==> config.mk <==
export PLATFORM = sky130hd
export DESIGN_NAME = pool2d_window_gen
export DESIGN_NICKNAME = d
export VERILOG_FILES = /design/src/rtl/pool2d_window_gen_pkg.sv /design/src/rtl/pool_row_buffer.sv /design/src/rtl/pool2d_window_gen.sv
export SDC_FILE = /design/constraint.sdc
export NUM_CORES = 1
export LEC_CHECK = 0
export BUFFER_PORTS_ARGS = -buffer_cell sky130_fd_sc_hd__buf_2
export CORE_ASPECT_RATIO = 1.5
export CORE_MARGIN = 1.5
export CORE_UTILIZATION = 65
export DETAILED_ROUTE_END_ITERATION = 8
export GPL_TIMING_DRIVEN = 0
export PLACE_DENSITY_LB_ADDON = 0.12
export SETUP_SLACK_MARGIN = 0.2
export SYNTH_ARGS = -nofsm -noshare
export SYNTH_HDL_FRONTEND = slang
export SYNTH_SLANG_ARGS = --single-unit
==> constraint.sdc <==
create_clock -name clk -period 7.75 [get_ports clk]
set_clock_uncertainty 0.05 [all_clocks]
set_input_delay 2.325 -clock clk [delete_from_list [all_inputs] [get_ports clk]]
set_output_delay 2.325 -clock clk [all_outputs]
set_load 0.005 [all_outputs]
==> src/rtl/pool2d_window_gen_pkg.sv <==
// ==== pool2d_window_gen_pkg : shared constants for the 2x2 pooling window path ====
// Rev 1.0
`default_nettype none

package pool2d_window_gen_pkg;

  localparam int   BIT_DATA    = 16;
  localparam logic ON          = 1'b1;
  localparam logic OFF         = 1'b0;
  localparam int   POOL_K      = 2;
  localparam int   POOL_STRIDE = 2;

endpackage : pool2d_window_gen_pkg

`default_nettype wire

==> src/rtl/pool_row_buffer.sv <==
// ==== pool_row_buffer : one-row pixel store, one write port, two read ports ====
// Rev 1.0 -- read addresses are expected to come straight from registers, so reads stay combinational.
`default_nettype none

module pool_row_buffer
  import pool2d_window_gen_pkg::*;
#(
  parameter int DATA_W = BIT_DATA,
  parameter int DEPTH  = 28,
  parameter int AW     = $clog2(DEPTH)
) (
  input  logic                     clk,
  input  logic                     i_we,
  input  logic [AW-1:0]            i_waddr,
  input  logic signed [DATA_W-1:0] i_wdata,
  input  logic [AW-1:0]            i_raddr0,
  input  logic [AW-1:0]            i_raddr1,
  output logic signed [DATA_W-1:0] o_rdata0,
  output logic signed [DATA_W-1:0] o_rdata1
);

  // Contents are don't-care after reset, so the array carries no reset.
  logic signed [DATA_W-1:0] r_mem [DEPTH];

  always_ff @(posedge clk) begin
    if (i_we) begin
      r_mem[i_waddr] <= i_wdata;
    end
  end

  assign o_rdata0 = r_mem[i_raddr0];
  assign o_rdata1 = r_mem[i_raddr1];

endmodule : pool_row_buffer

`default_nettype wire

==> src/rtl/pool2d_window_gen.sv <==
// ==== pool2d_window_gen : raster stream -> non-overlapping 2x2 stride-2 windows ====
// Rev 1.0 -- optional POOL_WIN_FRAME_CNT_EN adds a 16-bit frame counter port.
`default_nettype none

module pool2d_window_gen
  import pool2d_window_gen_pkg::*;
#(
  parameter int DATA_W = BIT_DATA,
  parameter int IMG_W  = 28,
  parameter int IMG_H  = 28
) (
  input  logic                     clk,
  input  logic                     rst_n,
  input  logic                     i_clear,
  input  logic signed [DATA_W-1:0] i_in_data,
  input  logic                     i_in_valid,
  output logic                     o_in_ready,
  output logic signed [DATA_W-1:0] o_x0,
  output logic signed [DATA_W-1:0] o_x1,
  output logic signed [DATA_W-1:0] o_x2,
  output logic signed [DATA_W-1:0] o_x3,
  output logic                     o_out_valid,
  input  logic                     i_out_ready,
  output logic                     o_frame_done
`ifdef POOL_WIN_FRAME_CNT_EN
  ,
  output logic [15:0]              o_frame_count
`endif
);

  localparam int CW = $clog2(IMG_W);
  localparam int RW = $clog2(IMG_H);

  logic [CW-1:0]            r_col;
  logic [RW-1:0]            r_row;
  logic signed [DATA_W-1:0] r_hold;
  logic signed [DATA_W-1:0] r_x0, r_x1, r_x2, r_x3;
  logic                     r_out_valid;
  logic                     r_last_win;
  logic                     r_frame_done;

  logic                     w_win_pos;
  logic                     w_last_col;
  logic                     w_last_row;
  logic                     w_out_fire;
  logic                     w_in_ready;
  logic                     w_accept;
  logic                     w_load;
  logic                     w_rb_we;
  logic [CW-1:0]            w_col_even;
  logic signed [DATA_W-1:0] w_rb_left;
  logic signed [DATA_W-1:0] w_rb_right;

  assign w_win_pos  = r_row[0] & r_col[0];
  assign w_last_col = (r_col == CW'(IMG_W - 1));
  assign w_last_row = (r_row == RW'(IMG_H - 1));
  assign w_out_fire = r_out_valid & i_out_ready;
  // Only the window-closing pixel can be held off, and only when the output slot stays occupied.
  assign w_in_ready = ~i_clear & (~w_win_pos | ~r_out_valid | i_out_ready);
  assign w_accept   = i_in_valid & w_in_ready;
  assign w_load     = w_accept & w_win_pos;
  assign w_rb_we    = w_accept & ~r_row[0];
  assign w_col_even = r_col & ~CW'(1);

  pool_row_buffer #(
    .DATA_W (DATA_W),
    .DEPTH  (IMG_W),
    .AW     (CW)
  ) u_row_buffer (
    .clk      (clk),
    .i_we     (w_rb_we),
    .i_waddr  (r_col),
    .i_wdata  (i_in_data),
    .i_raddr0 (w_col_even),
    .i_raddr1 (r_col),
    .o_rdata0 (w_rb_left),
    .o_rdata1 (w_rb_right)
  );

  always_ff @(posedge clk or negedge rst_n) begin
    if (!rst_n) begin
      r_col        <= '0;
      r_row        <= '0;
      r_hold       <= '0;
      r_x0         <= '0;
      r_x1         <= '0;
      r_x2         <= '0;
      r_x3         <= '0;
      r_out_valid  <= OFF;
      r_last_win   <= OFF;
      r_frame_done <= OFF;
    end else begin
      r_frame_done <= w_out_fire & r_last_win;
      if (i_clear) begin
        r_col       <= '0;
        r_row       <= '0;
        r_out_valid <= OFF;
        r_last_win  <= OFF;
      end else begin
        if (w_accept) begin
          if (w_last_col) begin
            r_col <= '0;
            r_row <= w_last_row ? '0 : r_row + RW'(1);
          end else begin
            r_col <= r_col + CW'(1);
          end
          if (r_row[0] & ~r_col[0]) begin
            r_hold <= i_in_data;
          end
        end
        if (w_load) begin
          r_x0        <= w_rb_left;
          r_x1        <= w_rb_right;
          r_x2        <= r_hold;
          r_x3        <= i_in_data;
          r_out_valid <= ON;
          r_last_win  <= w_last_row & w_last_col;
        end else if (w_out_fire) begin
          r_out_valid <= OFF;
          r_last_win  <= OFF;
        end
      end
    end
  end

`ifdef POOL_WIN_FRAME_CNT_EN
  // Survives clear on purpose: it counts completed frames across restarts.
  logic [15:0] r_frame_count;

  always_ff @(posedge clk or negedge rst_n) begin
    if (!rst_n) begin
      r_frame_count <= '0;
    end else if (w_out_fire & r_last_win) begin
      r_frame_count <= r_frame_count + 16'd1;
    end
  end

  assign o_frame_count = r_frame_count;
`endif

  assign o_in_ready   = w_in_ready;
  assign o_x0         = r_x0;
  assign o_x1         = r_x1;
  assign o_x2         = r_x2;
  assign o_x3         = r_x3;
  assign o_out_valid  = r_out_valid;
  assign o_frame_done = r_frame_done;

endmodule : pool2d_window_gen

`default_nettype wire

==> results.md <==
- H-tree depth: 2
- Final period utilization: 73.2%
- Critical path launch point type: input port
- Clock sinks: 541
- Post-synth EDFFs: 448
- Chip Width: 152 um
- Slew HR: 29.8%
- Core region area: 32,700 um2
- WL per Instance: 32.2 um
- Cell Pwr Density: 242 nW/um2
- Setup crit end kind: output port
- Final Critical Period: 5670 ps
- Worst path bufs/invs: 3
- Reg clk slew, reported paths: 70 ps
- P_leak: 8.88 nW
- Initial Util: 66.2%
- Ys async rst share: 17.2%
- Max FO, Critical Path: 10
- Max VDD drop: 218 uV
- Initial DRC count: 1,509
- Antenna cells: 0
- Post-synth cell types: 55
- Largest net degree at the start of global routing: 66
- CTS buffer count: 47
- Setup ws final: 2080 ps
- GRT Total Usage: 36.2%
- Root Buffer: clkbuf_16
- Ys flop type: edfxtp_1
- Cell Area, Synth: 21,700 um2
- Resized cells post-CTS: 0
- Hold Path Origin: r_hold[4]
- Crit-path cells: buf_2 > clkbuf_1 > a31oi_1 > buf_2
- Placer Congestion: 0.905
- Share of cells above drive strength 1: 24.9%
- Total global routing overflow: 0
- Die Y-Extent: 227 um
- Outcome: finished clean
- Final setup TNS: 0 ps
- Via density per instance: 6.91
- Sequential element share of the synthesized area: 72.8%
- Worst reg2reg path depth: 11
- Area growth, synth to finish: 14.3%
- Num rows: 81
- Min-Delay Endpoint: o_x2[4]
- Reg2Reg Setup Slack: 4220 ps
- Final Power: 5.98 mW
- Final Instance Area: 24,800 um2
- Filler cells: 1,888
- Setup bufs post-CTS: 0
- WHS Path Cells: 2
- Global-route wire length before repair: 87,300 um
- Hpwl dp: 40,400 um
- Final wirelength: 60,900 um
- Fmax: 0.176 GHz
- # port buffers: 87
- DP Area: 23,200 um2
- Met2 Use GR: 58.7%
- Worst path most repeated cell: buf_2
- RSZ-0062 raised after global routing: false
- Initial antenna violation count: 1
- Setup violators final: 0
- Max clock buf depth: 3
- GRT met1 Usage: 45.7%
- Vias in the first global route: 12,900
- Reg2reg end: u_row_buffer.r_mem[8][11]
- Worst r2r src: r_col[1]
- Crit Path Category: input port to output port
- Worst hold path class: flip-flop to flip-flop
- Crit-path max cell delay: 510 ps
- Busiest grt layer: met2
- FF+latch count, synth: 541
- Synth Net Count: 1,303
- Area of the die: 34,500 um2
- Cts hold-fix bufs: 0
- Yosys warns: 0
- Commonest non-fill, non-tap cell in the layout: edfxtp_1
- TritonCTS clock tree: built
- Syn Area/Cell: 17.0 um2
- CP max-delay cell: clkbuf_1
- Area contributors post-synth: edfxtp_1, dfrtp_1, mux4_2, mux2i_1, nand2_1
- Synth area leader: edfxtp_1
- Residual DRC: 0
- Cells after synthesis: 1,277
- Num ports: 88
- Insertion delay to the later sink of the worst-skew pair: 580 ps
- Worst-Margin Slew: 1050 ps
- TritonRoute pass-1 iters: 8
- Max Cap Viol: 0
- Detail Route Antenna Nets: 0
- Share of the synthesized area in the top cell type: 62.1%
- Most frequent cells in the layout: edfxtp_1, nand2_1, mux2i_1
- Worst path depth: 4
- Nets: 1,467
- WHS: 418 ps
- CP arrival: 3300 ps
- CP required: 5380 ps
- Dpl ws: 2080 ps
- Max-slew violation count: 0
- Routed vias: 13,100
- M3 GR Usage: 6.33%
- Count of final hold-check violations: 0
- CP delay by family, top: buffers and inverters
==> registers in the layout (all words and copies together) (netlist names) <==
signal and cells:
r_col 5, o_frame_done 1, o_x0 16, r_last_win 1, o_x2 16, u_row_buffer.r_mem 448, r_hold 16, o_out_valid 1
r_row 5, o_x3 16, o_x1 16
==> worst max-delay path by stage <==
stage | to | from | slack (ps)
after global routing | o_in_ready | i_clear | 2040
after CTS | o_in_ready | i_clear | 2080
after detailed placement | o_in_ready | i_clear | 2080
final | o_in_ready | i_clear | 2080
after floorplan | o_in_ready | i_out_ready | 2660
after global placement | u_row_buffer.r_mem[10][11] | i_clear | 1450
==> where the power goes <==
group / switching, mW / total, mW / internal (mW)
Clock: 1.03 / 2.37 / 1.34
Sequential: 0.00913 / 3.18 / 3.17
Combinational: 0.269 / 0.433 / 0.163
==> cells by family after synthesis <==
group           after synthesis  share of synthesized area, %
flops                       541                          72.8
simple gates                278                          5.47
mux                         221                          14.7
compound gates              150                          4.50
buf+inv                      82                          2.24
fa+ha+maj                     5                         0.289
==> final cells by class <==
type	count	area (um2)	share of cell area (%)
clock inverters	24	249	1.01
multi-input cells	654	5490	22.2
clock buffers	60	1290	5.20
inverters	7	26.3	0.106
repair buffers	115	956	3.86
flip-flops and latches	541	15800	63.7
plain buffers	75	459	1.85
well taps	415	519	2.10
==> Yosys cell counts, types with 2 or more instances <==
cell,n
mux2i_1,115
nand2b_1,2
nor3_1,13
o21ai_0,19
o22a_1,2
and2_1,5
o221a_2,4
a21oi_1,25
or3b_2,2
buf_4,3
nor2b_1,10
a21o_1,3
o22ai_1,35
o221ai_1,2
a22oi_1,19
dfrtp_1,93
inv_1,6
mux4_2,72
a2111oi_0,3
o21ai_1,9
nand3_1,11
buf_6,15
clkbuf_1,30
a211oi_1,2
and3_1,3
nor2_1,47
and2b_1,2
edfxtp_1,448
a211o_1,5
buf_1,4
mux4_1,2
ha_1,5
or3_1,3
o31ai_1,5
buf_2,21
nand2_1,172
mux2_2,32
a31oi_1,11
==> per-layer routing <==
metal  vias to the layer above  wire [um]  share of wire, %
li1                       5271          -                 -
met1                      6584      20500                34
met2                       978      29700                49
met3                       233       6290                10
met4                         2       4410               7.2
met5                         -         13             0.021
==> stage by stage <==
step	instances	util [%]
after global routing	1891	75.6
final	1891	75.6
after floorplan	1277	-
after detailed placement	1807	71.0
after CTS	1891	75.6
after global placement	1779	69.1
==> worst register-to-register path, cell delays in order, from the launching register on <==
cell     delay [ps]
dfrtp_1         410
buf_6           150
buf_12          150
buf_8           180
buf_6           170
buf_6           180
buf_6           180
inv_1           130
ha_1            160
nand2_1         270
nor3_2          870
buf_6           300
Power figures use the tool's default switching activity.
